**src/rtl/riscv_inst_decode_stage.sv**
```systemverilog
`default_nettype none
// ============================================================================
// Module      : riscv_inst_decode_stage
// Description : RV32 decode stage with registered output and a skid register.
//               Optional flush port enabled by RISCV_DECODE_FLUSH_EN.
// Revision    : 1.0 - initial release
// ============================================================================
module riscv_inst_decode_stage (
    input  logic        clk,
    input  logic        resetn,
`ifdef RISCV_DECODE_FLUSH_EN
    input  logic        flush,
`endif
    input  logic        inst_valid,
    output logic        inst_ready,
    input  logic [31:0] inst_data,
    input  logic [31:0] inst_pc,
    output logic        dec_valid,
    input  logic        dec_ready,
    output logic [31:0] dec_pc,
    output logic [2:0]  dec_class,
    output logic [4:0]  dec_rd,
    output logic [4:0]  dec_rs1,
    output logic [4:0]  dec_rs2,
    output logic [2:0]  dec_funct3,
    output logic [6:0]  dec_funct7,
    output logic [31:0] dec_imm,
    output logic        dec_illegal
);

    localparam logic [2:0] c_CLS_R       = 3'd0;
    localparam logic [2:0] c_CLS_I       = 3'd1;
    localparam logic [2:0] c_CLS_S       = 3'd2;
    localparam logic [2:0] c_CLS_B       = 3'd3;
    localparam logic [2:0] c_CLS_U       = 3'd4;
    localparam logic [2:0] c_CLS_J       = 3'd5;
    localparam logic [2:0] c_CLS_CUSTOM0 = 3'd6;
    localparam logic [2:0] c_CLS_ILLEGAL = 3'd7;

    localparam logic [6:0] c_OP_R       = 7'b0110011;
    localparam logic [6:0] c_OP_I       = 7'b0010011;
    localparam logic [6:0] c_OP_S       = 7'b0100011;
    localparam logic [6:0] c_OP_B       = 7'b1100011;
    localparam logic [6:0] c_OP_U       = 7'b0010111;
    localparam logic [6:0] c_OP_J       = 7'b1101111;
    localparam logic [6:0] c_OP_CUSTOM0 = 7'b0001011;

    localparam logic [6:0] c_F7_ZERO = 7'b0000000;
    localparam logic [6:0] c_F7_ALT  = 7'b0100000;

    typedef struct packed {
        logic [31:0] pc;
        logic [2:0]  cls;
        logic [4:0]  rd;
        logic [4:0]  rs1;
        logic [4:0]  rs2;
        logic [2:0]  funct3;
        logic [6:0]  funct7;
        logic [31:0] imm;
        logic        illegal;
    } dec_t;

    logic        w_flush;
    logic        w_accept;
    logic        w_drain;
    logic        w_out_free;
    logic        w_out_valid_nxt;
    logic        w_skid_valid_nxt;
    logic        w_ld_out_from_skid;
    logic        w_ld_out_from_in;
    logic        w_ld_skid_from_in;
    logic [6:0]  w_opcode;
    logic [2:0]  w_f3;
    logic [6:0]  w_f7;
    logic [2:0]  w_cls;
    logic [31:0] w_imm;
    dec_t        w_dec;

    logic        r_out_valid;
    logic        r_skid_valid;
    logic        r_inst_ready;
    dec_t        r_out;
    dec_t        r_skid;

`ifdef RISCV_DECODE_FLUSH_EN
    assign w_flush = flush;
`else
    assign w_flush = 1'b0;
`endif

    assign w_opcode = inst_data[6:0];
    assign w_f3     = inst_data[14:12];
    assign w_f7     = inst_data[31:25];

    always_comb begin
        w_cls = c_CLS_ILLEGAL;
        case (w_opcode)
            c_OP_R: begin
                if (w_f7 == c_F7_ZERO)
                    w_cls = c_CLS_R;
                else if (w_f7 == c_F7_ALT && (w_f3 == 3'b000 || w_f3 == 3'b101))
                    w_cls = c_CLS_R;
            end
            c_OP_I: begin
                // Only the shift encodings constrain funct7.
                if (w_f3 == 3'b001)
                    w_cls = (w_f7 == c_F7_ZERO) ? c_CLS_I : c_CLS_ILLEGAL;
                else if (w_f3 == 3'b101)
                    w_cls = (w_f7 == c_F7_ZERO || w_f7 == c_F7_ALT) ? c_CLS_I : c_CLS_ILLEGAL;
                else
                    w_cls = c_CLS_I;
            end
            c_OP_S:       w_cls = (w_f3 <= 3'b010) ? c_CLS_S : c_CLS_ILLEGAL;
            c_OP_B:       w_cls = (w_f3 == 3'b010 || w_f3 == 3'b011) ? c_CLS_ILLEGAL : c_CLS_B;
            c_OP_U:       w_cls = c_CLS_U;
            c_OP_J:       w_cls = c_CLS_J;
            c_OP_CUSTOM0: w_cls = (w_f3 == 3'b000) ? c_CLS_CUSTOM0 : c_CLS_ILLEGAL;
            default:      w_cls = c_CLS_ILLEGAL;
        endcase
    end

    always_comb begin
        w_imm = 32'd0;
        case (w_cls)
            c_CLS_I: w_imm = {{20{inst_data[31]}}, inst_data[31:20]};
            c_CLS_S: w_imm = {{20{inst_data[31]}}, inst_data[31:25], inst_data[11:7]};
            c_CLS_B: w_imm = {{19{inst_data[31]}}, inst_data[31], inst_data[7],
                              inst_data[30:25], inst_data[11:8], 1'b0};
            c_CLS_U: w_imm = {inst_data[31:12], 12'd0};
            c_CLS_J: w_imm = {{11{inst_data[31]}}, inst_data[31], inst_data[19:12],
                              inst_data[20], inst_data[30:21], 1'b0};
            default: w_imm = 32'd0;
        endcase
    end

    always_comb begin
        w_dec.pc      = inst_pc;
        w_dec.cls     = w_cls;
        w_dec.rd      = inst_data[11:7];
        w_dec.rs1     = inst_data[19:15];
        w_dec.rs2     = inst_data[24:20];
        w_dec.funct3  = w_f3;
        w_dec.funct7  = w_f7;
        w_dec.imm     = w_imm;
        w_dec.illegal = (w_cls == c_CLS_ILLEGAL);
    end

    assign w_accept   = inst_valid && r_inst_ready && !w_flush;
    assign w_drain    = r_out_valid && dec_ready;
    assign w_out_free = !r_out_valid || w_drain;

    always_comb begin
        w_out_valid_nxt    = r_out_valid;
        w_skid_valid_nxt   = r_skid_valid;
        w_ld_out_from_skid = 1'b0;
        w_ld_out_from_in   = 1'b0;
        w_ld_skid_from_in  = 1'b0;
        if (w_flush) begin
            w_out_valid_nxt  = 1'b0;
            w_skid_valid_nxt = 1'b0;
        end else if (w_out_free) begin
            // A held skid entry is always older than the incoming word.
            if (r_skid_valid) begin
                w_ld_out_from_skid = 1'b1;
                w_out_valid_nxt    = 1'b1;
                w_skid_valid_nxt   = w_accept;
                w_ld_skid_from_in  = w_accept;
            end else if (w_accept) begin
                w_ld_out_from_in = 1'b1;
                w_out_valid_nxt  = 1'b1;
            end else begin
                w_out_valid_nxt = 1'b0;
            end
        end else if (w_accept) begin
            w_ld_skid_from_in = 1'b1;
            w_skid_valid_nxt  = 1'b1;
        end
    end

    always_ff @(posedge clk or negedge resetn) begin
        if (!resetn) begin
            r_out_valid  <= 1'b0;
            r_skid_valid <= 1'b0;
            r_inst_ready <= 1'b1;
            r_out        <= '0;
            r_skid       <= '0;
        end else begin
            r_out_valid  <= w_out_valid_nxt;
            r_skid_valid <= w_skid_valid_nxt;
            r_inst_ready <= !w_skid_valid_nxt;
            if (w_ld_out_from_skid)
                r_out <= r_skid;
            else if (w_ld_out_from_in)
                r_out <= w_dec;
            if (w_ld_skid_from_in)
                r_skid <= w_dec;
        end
    end

    assign inst_ready  = r_inst_ready;
    assign dec_valid   = r_out_valid;
    assign dec_pc      = r_out.pc;
    assign dec_class   = r_out.cls;
    assign dec_rd      = r_out.rd;
    assign dec_rs1     = r_out.rs1;
    assign dec_rs2     = r_out.rs2;
    assign dec_funct3  = r_out.funct3;
    assign dec_funct7  = r_out.funct7;
    assign dec_imm     = r_out.imm;
    assign dec_illegal = r_out.illegal;

endmodule
`default_nettype wire

```
**config.mk**
```make
export PLATFORM = sky130hd
export DESIGN_NAME = riscv_inst_decode_stage
export DESIGN_NICKNAME = d
export VERILOG_FILES = /design/src/rtl/riscv_inst_decode_stage.sv
export SDC_FILE = /design/constraint.sdc
export NUM_CORES = 1
export LEC_CHECK = 0
export CORE_MARGIN = 5
export CORE_UTILIZATION = 30
export DETAILED_ROUTE_END_ITERATION = 8
export GPL_TIMING_DRIVEN = 0
export PLACE_DENSITY_LB_ADDON = 0.15
export RECOVER_POWER = 25
export SLEW_MARGIN = 25
export SYNTH_ARGS = -nofsm -noshare
export SYNTH_HDL_FRONTEND = slang
export SYNTH_SLANG_ARGS = --single-unit
```
**constraint.sdc**
```tcl
create_clock -name clk -period 2.25 [get_ports clk]
set_clock_uncertainty 0.2 [all_clocks]
set_input_delay 0.3375 -clock clk [delete_from_list [all_inputs] [get_ports clk]]
set_output_delay 0.3375 -clock clk [all_outputs]
set_load 0.05 [all_outputs]
```
After elaboration in Yosys (flattened, before gate mapping). Cells that the tools add are included.

Register bits: 189. Output and inout bits: 95. Input bits: 68. Word-level logic and storage cells: 75.

Mux-type cells: 23. Equal/unequal tests: 18. Magnitude comparators: 1. Reductions and logical operators: 12.

Operator list (number): 93-bit two-way mux (2); 32-bit case mux with 5 select lines (1); 3-bit two-way mux (8); 7-bit by 6-bit equality test with 1-bit output (second input constant) (3); 3-bit case mux with 7 select lines (1); 7-bit by 5-bit equality test with 1-bit output (second input constant) (2); 7-bit equality test (second input constant) (2); 3-bit by 2-bit equality test with 1-bit output (second input constant) (4); 3-bit equality test (second input constant) (4); 1-bit two-way mux (11); 7-bit by 4-bit equality test with 1-bit output (second input constant) (1); 7-bit zero test (1); 3-bit by 1-bit equality test with 1-bit output (second input constant) (2); 1-bit logical OR (4); 3-bit by 2-bit less-or-equal comparator with 1-bit output (second input constant) (1); 1-bit logical AND (3); 3-bit zero test (1); 1-bit zero test (2); 2-bit nonzero test (1).

Logic depth before layout (Yosys ltp). Gate-level depths: netlist (run 1).

Word-level depth: 10. Depth in mapped cells: 9. Depth with buffers taken out: 6.

Worst setup path after synthesis (run 1). OpenSTA, ideal clock, no wires.

Path type: register -> register. Start point: reg r_out_valid, in the netlist dec_valid. End point: reg r_skid[0] (netlist name). Path buffers: 3. Path slack: 0.007 ns. Arrival: 1.908 ns. Stages on the path, launching flop included: 9. Library setup time: 0.135 ns. Required time: 1.915 ns. Cell sequence: dfrtp_1 > nor2b_1 > nor2_1 > or2_1 > clkbuf_1 > clkbuf_1 > clkbuf_1 > nand2_1 > o31ai_1.

Word-level cells in the longest chain between the ends: 3.

Ends and longest elaborated chain: start: declaration (RTL line 79) `logic r_out_valid;`; start signal: assignment (RTL line 188) `r_out_valid <= w_out_valid_nxt;`; 1-bit zero test / 1-bit logical AND (equally long branches) (RTL line 150, 149); 1-bit logical OR * (RTL line 150) `assign w_out_free = !r_out_valid || w_drain;`; 1-bit two-way mux * (RTL line 161) `end else if (w_out_free) begin`; end signal: assignment (RTL line 196) `r_skid <= w_dec;`; end: declaration (RTL line 83) `dec_t r_skid;`.

Every way passes the cells marked *; elsewhere a longest branch is shown, timed or not. A chain may end at the register's enable or synchronous reset.

Worst setup path in the final report (run 1).
Start point: reg r_out, in the netlist dec_funct3[0]. End point: out dec_funct3[0].

RTL lines: start: declaration (RTL line 82) `dec_t r_out;`; start signal: assignment (RTL line 192) `r_out <= r_skid;`; start signal: assignment (RTL line 194) `r_out <= w_dec;`; end: declaration (RTL line 25) `output logic [2:0] dec_funct3,`.

No word-level cell between the ends.

==> run_summary.xml, run 1 <==
<?xml version="1.0" encoding="UTF-8"?>
<metrics>
  <group name="yosys">
    <metric name="synth_area" unit="sq um">7920</metric>
    <metric name="synth_cells" unit="">778</metric>
    <metric name="synth_flop_cell" unit="">sky130_fd_sc_hd__dfrtp_1</metric>
    <metric name="postSynth.asyncResetShare" unit="%">100</metric>
    <metric name="synth-seq-area-share" unit="%">59.8</metric>
    <metric name="synthSimpleGateAreaFrac" unit="%">14.1</metric>
    <metric name="synthMuxAreaShare" unit="%">0.285</metric>
    <metric name="edff_count_synth" unit="">0</metric>
    <metric name="synthXorXnorAreaFrac" unit="%">0.111</metric>
    <metric name="synthesis.area_per_instance" unit="sq um">10.2</metric>
    <metric name="adder_cell_share_of_the_synthesized_area" unit="%">0</metric>
    <metric name="yosys_register_bits" unit="">189</metric>
    <metric name="synth_cell_type_count" unit="">52</metric>
    <metric name="synthesis.yosys.warnings" unit="">0</metric>
    <metric name="synth_top_family_by_area" unit="">compound AO/OA/AOI/OAI gates</metric>
    <metric name="synthesis.nets" unit="">846</metric>
    <metric name="synth_compound_gate_area_share" unit="%">20.4</metric>
  </group>
  <group name="placement">
    <metric name="setup_slack_placement" unit="ns">-0.956</metric>
    <metric name="place.detailed.hpwl" unit="mm">18.2</metric>
    <metric name="routabilityCongestion" unit="">0.802</metric>
    <metric name="io_buffers" unit="">159</metric>
    <metric name="dp_cells" unit="">1274</metric>
  </group>
  <group name="cts">
    <metric name="clock_sinks" unit="">189</metric>
    <metric name="clkSlewWorstSetupHoldPaths" unit="ns">0.07</metric>
    <metric name="clock_insertion_delay_at_the_later_pin_of_the_skew_report" unit="ns">0.43</metric>
    <metric name="root_buffer" unit="">sky130_fd_sc_hd__clkbuf_16</metric>
    <metric name="tritoncts" unit="">yes</metric>
    <metric name="clock_path_buffers" unit="">2</metric>
    <metric name="htreeDepth" unit="">4</metric>
    <metric name="cts_inserted_buffers" unit="">17</metric>
  </group>
  <group name="sta">
    <metric name="final_period_minus_worst_setup_slack" unit="ns">2.22</metric>
    <metric name="finalSetupViolCount" unit="">0</metric>
    <metric name="worst-slew-pin-transition" unit="ns">1.12</metric>
    <metric name="final_setup_margin" unit="ns">0.0290</metric>
    <metric name="timing.final.crit_share" unit="%">98.7</metric>
    <metric name="timing.final.hold_violations" unit="">1</metric>
    <metric name="hold-worst-slack" unit="ns">-0.00264</metric>
    <metric name="relSlewSlack" unit="%">25.6</metric>
    <metric name="total_negative_setup_slacks" unit="ns">0</metric>
    <metric name="fmax" unit="MHz">450</metric>
    <metric name="slew_viol_final" unit="">0</metric>
  </group>
  <group name="run_status">
    <metric name="status" unit="">finished, violations left</metric>
    <metric name="violated_checks" unit="">negative hold slack</metric>
  </group>
  <group name="route">
    <metric name="detailedRoute.firstIterationViolations" unit="">599</metric>
    <metric name="post_drt_via_cell_ratio" unit="">5.04</metric>
    <metric name="firstDrtPassIters" unit="">8</metric>
    <metric name="final_antenna_net_count" unit="">0</metric>
    <metric name="via_count" unit="">6634</metric>
    <metric name="detail_route.wl_per_cell" unit="um">19.3</metric>
    <metric name="wirelength" unit="mm">25.4</metric>
    <metric name="drc" unit="">0</metric>
  </group>
  <group name="critical_path">
    <metric name="slowest_delay" unit="ns">0.83</metric>
    <metric name="critical_path.endpoint_type" unit="">primary output</metric>
    <metric name="critPathArrivalTime" unit="ns">1.68</metric>
    <metric name="cells_traversed_along_the_worst_timing_path" unit="">clkdlybuf4s50_1</metric>
    <metric name="worstSetupPathType" unit="">register to primary output</metric>
    <metric name="critical-path-top-delay-family" unit="">buffers and inverters</metric>
    <metric name="worstPathRequired" unit="ns">1.71</metric>
    <metric name="critical_path.n_buffers_inverters" unit="">1</metric>
    <metric name="crit_path_max_fanout" unit="">2</metric>
    <metric name="crit_slowest_cell" unit="">sky130_fd_sc_hd__clkdlybuf4s50_1</metric>
    <metric name="worstSetupStartpointType" unit="">register</metric>
  </group>
  <group name="global_routing">
    <metric name="grt_max_degree" unit="">88</metric>
    <metric name="antenna_found_initial" unit="">2</metric>
    <metric name="grt_pass1_vias" unit="">6704</metric>
    <metric name="grt_usage" unit="%">17.3</metric>
    <metric name="grt_first_pass_wirelength" unit="mm">39.6</metric>
    <metric name="grt.overflow.total" unit="">0</metric>
  </group>
  <group name="final_layout">
    <metric name="layout.cells.most_common" unit="">sky130_fd_sc_hd__nand2_1</metric>
    <metric name="antenna_cells" unit="">0</metric>
    <metric name="finish.net_count" unit="">1036</metric>
    <metric name="layout.core_utilization" unit="%">41.6</metric>
    <metric name="final_cell_count_no_fill" unit="">1316</metric>
    <metric name="most-common-layout-cells" unit="">sky130_fd_sc_hd__nand2_1, sky130_fd_sc_hd__dfrtp_1, sky130_fd_sc_hd__clkdlybuf4s50_1</metric>
    <metric name="num-fill-cells" unit="">2585</metric>
    <metric name="areaGrowthSynthToFinish" unit="%">36.5</metric>
    <metric name="final_layout_size_suffix_gt1_share" unit="%">13.7</metric>
  </group>
  <group name="floorplanning">
    <metric name="die_y" unit="um">172</metric>
    <metric name="floorplan.die.width" unit="um">172</metric>
    <metric name="top_level_ports" unit="">163</metric>
    <metric name="die_area" unit="sq um">29700</metric>
    <metric name="initial_utilization" unit="%">30.5</metric>
    <metric name="core_area" unit="sq um">26000</metric>
    <metric name="fp-row-count" unit="">59</metric>
  </group>
  <group name="job">
    <metric name="count_of_max_cap_constraint_violations" unit="">0</metric>
  </group>
  <group name="pwr">
    <metric name="power.density_cell_area" unit="nW/um^2">1380</metric>
    <metric name="p_leak" unit="uW">0.00501</metric>
    <metric name="ir_drop" unit="V">0.000711</metric>
  </group>
  <group name="worst_hold_path">
    <metric name="hold_removal_path_class" unit="">input pin to register</metric>
  </group>
</metrics>
-- what timing repair did --
action	CTS	global route
gates cloned	0	1
endpoints found under the setup margin	167	136
gates resized for setup	55	49
buffers inserted	4	6
pin swaps	7	13
hold buffers	1	0
endpoints found under the hold margin	188	0
-- tightest hold or removal path, stage by stage --
cell and delay (ns):
sky130_fd_sc_hd__buf_2 0.14, sky130_fd_sc_hd__nand2_1 0.06, sky130_fd_sc_hd__nand2_1 0.04
-- worst paths after layout --
path / startpoint / endpoint / slack (ns) / depth (start not counted)
hold / removal: inst_data[25] / r_skid[33] / -0.003 / 3
max in group asynchronous: resetn / dec_pc[16] / 0.39 / 3
min in group asynchronous: resetn / r_skid[19] / 0.12 / 2
setup reg to reg: inst_ready / dec_imm[4] / 0.15 / 6
setup / recovery: dec_funct3[0] / dec_funct3[0] / 0.03 / 1
hold reg to reg: r_skid[65] / r_skid[65] / 0.28 / 2
-- logic make-up after synthesis --
logic type | Yosys count
AND/OR/NAND/NOR | 267
multiplexers | 2
buffers and inverters | 108
flip-flops | 189
AO/OA/AOI/OAI | 211
XOR/XNOR | 1
-- flip-flops by register name, summed over array words and instances, names as in the netlist --
register	flops
inst_ready	1
dec_rd	5
r_skid_valid	1
dec_funct3	3
dec_class	3
dec_illegal	1
r_skid	93
dec_funct7	7
dec_imm	32
dec_rs2	5
dec_rs1	5
dec_valid	1
dec_pc	32
-- layout make-up --
type	count	area [sq um]	share of cell area [%]
buffer	53	278	2.57
clock buffer	17	425	3.94
clock inverter	15	169	1.56
inverter	53	199	1.84
multi-input combinational	481	2890	26.7
sequential	189	4730	43.8
tap	335	419	3.88
timing repair buffer	173	1700	15.7
-- per-layer routing --
metal / vias to the layer above / GRT usage, % / share of wire (%)
met5: - / 0 / 0.16
met4: 4 / 3.96 / 1.1
met3: 21 / 5.08 / 6.8
met2: 196 / 28.0 / 48
met1: 3286 / 23.1 / 44
li1: 3127 / - / -
-- where the power goes --
group / leakage [uW] / total, uW / switching (uW) / internal [uW]
Sequential: 0.00244 / 5250 / 691 / 4550
Clock: 0.000290 / 3060 / 1470 / 1590
Combinational: 0.00228 / 6650 / 4490 / 2160
-- per-stage QoR --
stage | power [uW] | hold WS (ns) | instance area [sq um]
floorplan | 9420 | -0.158 | 7920
global placement | 11900 | 0.257 | 9930
detailed placement | 11900 | -0.00880 | 9990
CTS | 15100 | 0.0202 | 10700
global route | 15900 | 0.00978 | 10800
finish | 15000 | -0.00264 | 10800
-- Yosys cell counts (2+ instances only) --
cell | instances | area, sq um
sky130_fd_sc_hd__a21o_1 | 3 | 22.5
sky130_fd_sc_hd__a21oi_1 | 3 | 15.0
sky130_fd_sc_hd__a21oi_2 | 18 | 158
sky130_fd_sc_hd__a221o_1 | 3 | 30.0
sky130_fd_sc_hd__a222oi_1 | 50 | 500
sky130_fd_sc_hd__a22o_1 | 6 | 52.6
sky130_fd_sc_hd__a22oi_1 | 46 | 345
sky130_fd_sc_hd__a31oi_1 | 2 | 12.5
sky130_fd_sc_hd__buf_2 | 3 | 15.0
sky130_fd_sc_hd__buf_6 | 2 | 22.5
sky130_fd_sc_hd__clkbuf_1 | 49 | 184
sky130_fd_sc_hd__dfrtp_1 | 188 | 4700
sky130_fd_sc_hd__inv_1 | 53 | 199
sky130_fd_sc_hd__mux2_2 | 2 | 22.5
sky130_fd_sc_hd__nand2_1 | 225 | 845
sky130_fd_sc_hd__nand3_1 | 5 | 25.0
sky130_fd_sc_hd__nor2_1 | 8 | 30.0
sky130_fd_sc_hd__nor2_2 | 2 | 12.5
sky130_fd_sc_hd__nor2b_1 | 6 | 37.5
sky130_fd_sc_hd__nor3_1 | 4 | 20.0
sky130_fd_sc_hd__nor3b_1 | 2 | 15.0
sky130_fd_sc_hd__o21ai_1 | 67 | 335
sky130_fd_sc_hd__or2_1 | 2 | 12.5
Note: power is estimated with default switching activity, not from simulation.
==> run 2, diff against run 1 <==
--- a/config.mk
+++ b/config.mk
@@ -5,6 +5,7 @@
 export SDC_FILE = /design/constraint.sdc
 export NUM_CORES = 1
 export LEC_CHECK = 0
+export ABC_AREA = 1
 export CORE_MARGIN = 5
 export CORE_UTILIZATION = 30
 export DETAILED_ROUTE_END_ITERATION = 8
==> run 2 against run 1 <==
  * The run now ends clean
  * First-iteration DRC count decreased by 20%
  * Worst hold slack improved by 0.038 ns
  * Maximum frequency increased by 0.67%
  * Routed wire length increased by 4.6%
  * Synthesized cell count increased by 23%
  * Sequential share of layout area decreased by 2.1 points
  * Critical path type unchanged
  * Largest cell class unchanged
  * Largest power group unchanged
  * Highest routed layer is now met4
==> run_summary.xml, run 2 <==
<?xml version="1.0" encoding="UTF-8"?>
<metrics>
  <group name="global_routing">
    <metric name="grt_usage" unit="%">17.4</metric>
    <metric name="antenna_found_initial" unit="">0</metric>
    <metric name="grt_first_pass_wirelength" unit="mm">41.8</metric>
    <metric name="grt_pass1_vias" unit="">7271</metric>
    <metric name="grt_max_degree" unit="">84</metric>
    <metric name="grt.overflow.total" unit="">0</metric>
  </group>
  <group name="pwr">
    <metric name="post-layout-total-power" unit="uW">16400</metric>
    <metric name="power.density_cell_area" unit="nW/um^2">1440</metric>
    <metric name="ir_drop" unit="V">0.000597</metric>
    <metric name="p_leak" unit="uW">0.00538</metric>
  </group>
  <group name="floorplanning">
    <metric name="initial_utilization" unit="%">30.1</metric>
    <metric name="floorplan.die.width" unit="um">177</metric>
    <metric name="die_area" unit="sq um">31200</metric>
    <metric name="top_level_ports" unit="">163</metric>
    <metric name="core_area" unit="sq um">27600</metric>
    <metric name="fp-row-count" unit="">61</metric>
    <metric name="die_y" unit="um">177</metric>
  </group>
  <group name="placement">
    <metric name="place.detailed.hpwl" unit="mm">18.9</metric>
    <metric name="area_post_placement" unit="sq um">10500</metric>
    <metric name="dp_cells" unit="">1498</metric>
    <metric name="setup_slack_placement" unit="ns">-0.939</metric>
    <metric name="routabilityCongestion" unit="">0.806</metric>
    <metric name="io_buffers" unit="">161</metric>
  </group>
  <group name="worst_hold_path">
    <metric name="origin_of_the_worst_min_delay_path" unit="">inst_data[13]</metric>
    <metric name="hold_removal_path_class" unit="">input pin to register</metric>
  </group>
  <group name="yosys">
    <metric name="synth_flop_cell" unit="">sky130_fd_sc_hd__dfrtp_1</metric>
    <metric name="largest_area_contributor_in_the_netlist" unit="">sky130_fd_sc_hd__dfrtp_1</metric>
    <metric name="synth-seq-area-share" unit="%">56.8</metric>
    <metric name="synth_cells" unit="">957</metric>
    <metric name="synthesis.nets" unit="">1025</metric>
    <metric name="netlist_top_cells_area" unit="">sky130_fd_sc_hd__dfrtp_1, sky130_fd_sc_hd__nand2_1, sky130_fd_sc_hd__o211ai_1</metric>
    <metric name="post_synth_most_frequent_cells" unit="">sky130_fd_sc_hd__nand2_1, sky130_fd_sc_hd__dfrtp_1, sky130_fd_sc_hd__inv_1</metric>
    <metric name="postSynth.asyncResetShare" unit="%">100</metric>
    <metric name="synthesis.area_per_instance" unit="sq um">8.70</metric>
    <metric name="synth_area" unit="sq um">8330</metric>
    <metric name="yosys_register_bits" unit="">189</metric>
    <metric name="yosysMostFrequentCell" unit="">sky130_fd_sc_hd__nand2_1</metric>
    <metric name="synthesis.yosys.warnings" unit="">0</metric>
    <metric name="synth_cell_type_count" unit="">34</metric>
    <metric name="edff_count_synth" unit="">0</metric>
    <metric name="yosys.area.top_type_share" unit="%">56.5</metric>
  </group>
  <group name="critical_path">
    <metric name="reg2reg_slack" unit="ns">0.14</metric>
    <metric name="cells_traversed_along_the_worst_timing_path" unit="">clkdlybuf4s50_1</metric>
    <metric name="crit_path_max_fanout" unit="">2</metric>
    <metric name="r2r-end" unit="">dec_pc[23]</metric>
    <metric name="worstSetupStartpointType" unit="">register</metric>
    <metric name="worstSetupPathType" unit="">register to primary output</metric>
    <metric name="critPathLaunch" unit="">dec_rd[3]</metric>
    <metric name="critical_path.n_buffers_inverters" unit="">1</metric>
    <metric name="crit_path_end" unit="">dec_rd[3]</metric>
    <metric name="slowest_delay" unit="ns">0.83</metric>
    <metric name="worstPathRequired" unit="ns">1.71</metric>
    <metric name="depth_of_the_worst_register_to_register_path" unit="">6</metric>
    <metric name="path_depth" unit="">1</metric>
    <metric name="crit_slowest_cell" unit="">sky130_fd_sc_hd__clkdlybuf4s50_1</metric>
    <metric name="critical_path.reg2reg.startpoint" unit="">inst_ready</metric>
    <metric name="critical_path.endpoint_type" unit="">primary output</metric>
    <metric name="critPathArrivalTime" unit="ns">1.67</metric>
    <metric name="critical-path-top-delay-family" unit="">buffers and inverters</metric>
  </group>
  <group name="sta">
    <metric name="timing.final.crit_share" unit="%">98.1</metric>
    <metric name="hold-worst-slack" unit="ns">0.0350</metric>
    <metric name="fmax" unit="MHz">453</metric>
    <metric name="slew_viol_final" unit="">0</metric>
    <metric name="timing.final.hold_violations" unit="">0</metric>
    <metric name="final_period_minus_worst_setup_slack" unit="ns">2.21</metric>
    <metric name="worst-slew-pin-transition" unit="ns">0.914</metric>
    <metric name="finalSetupViolCount" unit="">0</metric>
    <metric name="relSlewSlack" unit="%">39.1</metric>
    <metric name="final_setup_margin" unit="ns">0.0437</metric>
    <metric name="grt_setup_unrepaired" unit="">yes</metric>
  </group>
  <group name="cts">
    <metric name="cts_inserted_buffers" unit="">17</metric>
    <metric name="clkSlewWorstSetupHoldPaths" unit="ns">0.07</metric>
    <metric name="clock_path_buffers" unit="">2</metric>
    <metric name="root_buffer" unit="">sky130_fd_sc_hd__clkbuf_16</metric>
    <metric name="tritoncts" unit="">yes</metric>
    <metric name="htreeDepth" unit="">4</metric>
    <metric name="clock_insertion_delay_at_the_later_pin_of_the_skew_report" unit="ns">0.43</metric>
    <metric name="clock_sinks" unit="">189</metric>
  </group>
  <group name="route">
    <metric name="post_drt_via_cell_ratio" unit="">4.60</metric>
    <metric name="via_count" unit="">7111</metric>
    <metric name="detailedRoute.firstIterationViolations" unit="">478</metric>
    <metric name="drc" unit="">0</metric>
    <metric name="wirelength" unit="mm">26.6</metric>
    <metric name="final_antenna_net_count" unit="">0</metric>
    <metric name="detail_route.wl_per_cell" unit="um">17.2</metric>
    <metric name="firstDrtPassIters" unit="">5</metric>
  </group>
  <group name="final_layout">
    <metric name="largest_register_ff_count" unit="">93</metric>
    <metric name="final_layout_size_suffix_gt1_share" unit="%">11.7</metric>
    <metric name="register_containing_the_most_flip_flops_in_the_final_layout" unit="">r_skid</metric>
    <metric name="finish.net_count" unit="">1224</metric>
    <metric name="final_cell_count_no_fill" unit="">1546</metric>
    <metric name="layout.cells.most_common" unit="">sky130_fd_sc_hd__nand2_1</metric>
    <metric name="most-common-layout-cells" unit="">sky130_fd_sc_hd__nand2_1, sky130_fd_sc_hd__dfrtp_1, sky130_fd_sc_hd__clkdlybuf4s50_1</metric>
    <metric name="areaGrowthSynthToFinish" unit="%">36.4</metric>
    <metric name="fin_area" unit="sq um">11400</metric>
    <metric name="antenna_cells" unit="">0</metric>
  </group>
  <group name="run_status">
    <metric name="status" unit="">completed</metric>
  </group>
  <group name="job">
    <metric name="count_of_max_cap_constraint_violations" unit="">0</metric>
  </group>
</metrics>
## run 2: cell count changes in the layout (fill, tap and decap cells not counted), moves of 42 or more
cell,previous run,this run
sky130_fd_sc_hd__a222oi_1,50,0
sky130_fd_sc_hd__a22oi_1,42,0
sky130_fd_sc_hd__nand2_1,225,372
sky130_fd_sc_hd__o211ai_1,0,52
sky130_fd_sc_hd__o21ai_0,0,66
sky130_fd_sc_hd__o21ai_1,66,8
## run 2: kinds of logic after synthesis
kind of cell,count (synthesis),synth area share [%]
and+or+nand+nor,474,24.2
AOI/OAI and AO/OA,156,12.2
buffers and inverters,138,6.79
DFF,189,56.8
## run 2: area by class of cell
class,count,area [sq um]
Timing Repair Buffer,181,1820
Clock buffer,19,443
Tap cell,378,473
Clock inverter,12,136
Inverter,90,343
Buffer,47,269
Fill cell,2871,16300
Sequential cell,189,4730
Multi-Input combinational cell,630,3140
## run 2: what timing repair did
action                                  CTS  global route
buffers inserted                          9             8
gates resized for setup                  32            61
pin swaps                                 5             7
endpoints found under the setup margin  175           173
endpoints found under the hold margin   188             0
hold buffers                              1             0
## run 2: how the worst min path moves through the flow
stage	slack, ns	cells after the start	to
final	0.03	3	r_skid[41]
after floorplan	-0.16	0	dec_class[0]
after CTS	0.03	3	r_skid[39]
after global placement	0.26	2	r_skid[23]
after global routing	0.04	3	r_skid[41]
after detailed placement	0.02	1	dec_imm[9]
## run 2: power by group
part           leakage [uW]  total (uW)  switching, uW  internal [uW]
Combinational       0.00270        7890           5410           2480
Clock              0.000277        3050           1380           1670
Sequential          0.00241        5430            658           4770
Total               0.00538       16400           7440           8930
## run 2: worst register-to-register path, cell delays in order, from the launching register on
cell and delay (ns):
sky130_fd_sc_hd__dfstp_2 0.55, sky130_fd_sc_hd__nand2_1 0.14, sky130_fd_sc_hd__nor3_4 0.23, sky130_fd_sc_hd__buf_4 0.18
sky130_fd_sc_hd__clkinv_2 0.17, sky130_fd_sc_hd__clkbuf_1 0.31, sky130_fd_sc_hd__o211ai_1 0.25
## run 2: metal layers
layer | GRT usage, % | part of all wire (%)
met4 | 4.84 | 1.2
met2 | 27.2 | 46
met5 | 0 | 0
met3 | 3.04 | 4.6
met1 | 24.9 | 49
## run 2: per-stage QoR
step                      util (%)  TNS (ns)
after CTS                     40.6         0
after floorplan                  -         0
after detailed placement      37.9   -114.27
after global placement        37.7  -1609.01
after global routing          41.1  -0.00577
final                         41.1         0
==> run 3, diff against run 2 <==
--- a/config.mk
+++ b/config.mk
@@ -9,7 +9,7 @@
 export CORE_MARGIN = 5
 export CORE_UTILIZATION = 30
 export DETAILED_ROUTE_END_ITERATION = 8
-export GPL_TIMING_DRIVEN = 0
+export DONT_BUFFER_PORTS = 1
 export PLACE_DENSITY_LB_ADDON = 0.15
 export RECOVER_POWER = 25
 export SLEW_MARGIN = 25
==> run 3 against run 2 <==
  * The flow now finishes with violations (negative hold slack)
  * Utilization fell by 4.9 points
  * Flip-flop and latch count did not move
  * Die area stayed put
  * Via count down 8.2%
  * Largest cell class unchanged
  * Cell area is 12% lower
  * Maximum frequency rose by 10%
  * Clock-buffer cell count is the same
  * Sequential power increased by 46%
  * Critical path depth up 7
  * Clock power about the same
==> run_summary.xml, run 3 (same netlist as run 2, synthesis figures left out) <==
<?xml version="1.0" encoding="UTF-8"?>
<metrics>
  <group name="sta">
    <metric name="finalSetupViolCount" unit="">0</metric>
    <metric name="slew_viol_final" unit="">0</metric>
    <metric name="grt_setup_unrepaired" unit="">no</metric>
    <metric name="timing.final.crit_share" unit="%">89.2</metric>
    <metric name="timing.final.hold_violations" unit="">189</metric>
    <metric name="hold-worst-slack" unit="ns">-0.585</metric>
    <metric name="relSlewSlack" unit="%">59.9</metric>
    <metric name="final_period_minus_worst_setup_slack" unit="ns">2.01</metric>
    <metric name="worst-slew-pin-transition" unit="ns">0.602</metric>
    <metric name="total_negative_setup_slacks" unit="ns">0</metric>
    <metric name="fmax" unit="MHz">498</metric>
  </group>
  <group name="critical_path">
    <metric name="worstSetupPathType" unit="">register to register</metric>
    <metric name="timing.critical_path.mode_cell" unit="">sky130_fd_sc_hd__inv_1</metric>
    <metric name="slowest_delay" unit="ns">0.35</metric>
    <metric name="critical_path.n_buffers_inverters" unit="">4</metric>
    <metric name="crit_slowest_cell" unit="">sky130_fd_sc_hd__dfrtp_1</metric>
    <metric name="critPathArrivalTime" unit="ns">2.11</metric>
    <metric name="critical_path.endpoint_type" unit="">register</metric>
    <metric name="crit_path_max_fanout" unit="">28</metric>
    <metric name="cells_traversed_along_the_worst_timing_path" unit="">inv_1, nor2_2, inv_1, a21oi_4, inv_2, buf_4, nand2_1, o21ai_0</metric>
    <metric name="critical-path-top-delay-family" unit="">buffers and inverters</metric>
    <metric name="worstPathRequired" unit="ns">2.35</metric>
    <metric name="worstSetupStartpointType" unit="">register</metric>
  </group>
  <group name="job">
    <metric name="count_of_max_cap_constraint_violations" unit="">0</metric>
  </group>
  <group name="placement">
    <metric name="place.detailed.hpwl" unit="mm">16.3</metric>
    <metric name="io_buffers" unit="">0</metric>
    <metric name="dp_cells" unit="">1316</metric>
    <metric name="routabilityCongestion" unit="">0.755</metric>
  </group>
  <group name="route">
    <metric name="final_antenna_net_count" unit="">0</metric>
    <metric name="detailedRoute.firstIterationViolations" unit="">466</metric>
    <metric name="via_count" unit="">6528</metric>
    <metric name="wirelength" unit="mm">24.7</metric>
    <metric name="detail_route.wl_per_cell" unit="um">17.6</metric>
    <metric name="drc" unit="">0</metric>
    <metric name="firstDrtPassIters" unit="">5</metric>
    <metric name="post_drt_via_cell_ratio" unit="">4.64</metric>
  </group>
  <group name="final_layout">
    <metric name="final_cell_count_no_fill" unit="">1406</metric>
    <metric name="areaGrowthSynthToFinish" unit="%">20.3</metric>
    <metric name="finish.net_count" unit="">1083</metric>
    <metric name="layout.cells.most_common" unit="">sky130_fd_sc_hd__nand2_1</metric>
    <metric name="largest_register_ff_count" unit="">93</metric>
    <metric name="layout.core_utilization" unit="%">36.2</metric>
    <metric name="antenna_cells" unit="">0</metric>
    <metric name="num-fill-cells" unit="">2896</metric>
    <metric name="most-common-layout-cells" unit="">sky130_fd_sc_hd__nand2_1, sky130_fd_sc_hd__dfrtp_1, sky130_fd_sc_hd__inv_1</metric>
    <metric name="register_containing_the_most_flip_flops_in_the_final_layout" unit="">r_skid</metric>
    <metric name="final_layout_size_suffix_gt1_share" unit="%">9.82</metric>
  </group>
  <group name="pwr">
    <metric name="p_leak" unit="uW">0.00477</metric>
    <metric name="ir_drop" unit="V">0.000461</metric>
    <metric name="power.density_cell_area" unit="nW/um^2">1470</metric>
    <metric name="post-layout-total-power" unit="uW">14700</metric>
  </group>
  <group name="cts">
    <metric name="clock_insertion_delay_at_the_later_pin_of_the_skew_report" unit="ns">0.43</metric>
    <metric name="cts_inserted_buffers" unit="">17</metric>
    <metric name="clock_sinks" unit="">189</metric>
    <metric name="tritoncts" unit="">yes</metric>
    <metric name="clock_path_buffers" unit="">2</metric>
    <metric name="clkSlewWorstSetupHoldPaths" unit="ns">0.07</metric>
    <metric name="root_buffer" unit="">sky130_fd_sc_hd__clkbuf_16</metric>
    <metric name="htreeDepth" unit="">4</metric>
    <metric name="post-cts-setup-buffers" unit="">0</metric>
  </group>
  <group name="floorplanning">
    <metric name="initial_utilization" unit="%">30.1</metric>
    <metric name="top_level_ports" unit="">163</metric>
    <metric name="die_y" unit="um">177</metric>
    <metric name="die_area" unit="sq um">31200</metric>
    <metric name="core_area" unit="sq um">27600</metric>
    <metric name="fp-row-count" unit="">61</metric>
    <metric name="floorplan.die.width" unit="um">177</metric>
  </group>
  <group name="global_routing">
    <metric name="grt_pass1_vias" unit="">6517</metric>
    <metric name="antenna_found_initial" unit="">2</metric>
    <metric name="grt_max_degree" unit="">190</metric>
    <metric name="grt_first_pass_wirelength" unit="mm">39.0</metric>
    <metric name="grt_usage" unit="%">16.0</metric>
    <metric name="grt.overflow.total" unit="">0</metric>
  </group>
  <group name="worst_hold_path">
    <metric name="hold_removal_path_class" unit="">input pin to asynchronous set/reset pin</metric>
  </group>
  <group name="run_status">
    <metric name="status" unit="">finished, violations left</metric>
    <metric name="violated_checks" unit="">negative hold slack</metric>
  </group>
</metrics>
## run 3: changes by cell type in the layout (fill, tap and decap cells not counted), moves of 5 or more
| cell | change |
|---|---|
| sky130_fd_sc_hd__buf_4 | +5 |
| sky130_fd_sc_hd__buf_6 | -5 |
| sky130_fd_sc_hd__clkbuf_1 | -15 |
| sky130_fd_sc_hd__clkbuf_2 | -18 |
| sky130_fd_sc_hd__clkdlybuf4s50_1 | -144 |
| sky130_fd_sc_hd__dlygate4sd2_1 | -5 |
| sky130_fd_sc_hd__dlygate4sd3_1 | +57 |
| sky130_fd_sc_hd__dlymetal6s2s_1 | -11 |
## run 3: metal layers
metal / up-vias / track usage (%) / part of all wire, %
li1: 3202 / - / -
met5: - / 0 / 0.089
met2: 166 / 24.6 / 45
met3: 31 / 4.78 / 7.0
met1: 3125 / 21.9 / 46
met4: 4 / 5.06 / 2.0
## run 3: worst reg2reg max path, delay by kind of cell (launching register included)
| kind | cells | cell delay, ns |
|---|---|---|
| buffers and inverters | 4 | 0.72 |
| flip-flops | 1 | 0.35 |
| AND/OR/NAND/NOR | 2 | 0.32 |
| AO/OA/AOI/OAI | 2 | 0.29 |
## run 3: final timing paths
path | from | endpoint | slack, ns | cells past startpoint
setup / recovery | dec_valid | r_skid[80] | 0.24 | 8
hold / removal | resetn | r_skid[36] | -0.58 | 0
setup reg to reg | dec_valid | r_skid[80] | 0.24 | 8
hold reg to reg | r_skid[19] | r_skid[19] | 0.28 | 2
max in group asynchronous | resetn | inst_ready | 2.10 | 0
min in group clk | inst_data[10] | dec_rd[3] | 0.01 | 2
## run 3: final cells by class
type                            instances  area [sq um]  area share [%]
Sequential cell                       189          4730            47.3
Multi-Input combinational cell        630          3060            30.6
Timing Repair Buffer                   87           836            8.35
Tap cell                              378           473            4.72
Clock buffer                           19           433            4.32
Inverter                               90           338            3.37
Clock inverter                         13           141            1.41
## run 3: what timing repair did
action / CTS / global route
resized for setup: 0 / 1
hold endpoints to repair: 333 / 190
endpoints found under the setup margin: 0 / 30
hold buffers: 57 / 1
## run 3: stage by stage
stage,hold slack [ns],worst slack [ns],area (sq um)
after floorplan,-0.158,0.0389,8330
after global placement,-0.150,0.0139,8850
after detailed placement,-0.149,0.0119,8850
after CTS,-0.616,0.0349,10000
after global routing,-0.615,0.0660,10000
final,-0.585,0.243,10000
## run 3: where the power goes
group	total, uW	switching (uW)	internal, uW
Combinational	3710	2380	1330
Sequential	7940	3220	4720
Clock	3020	1370	1650
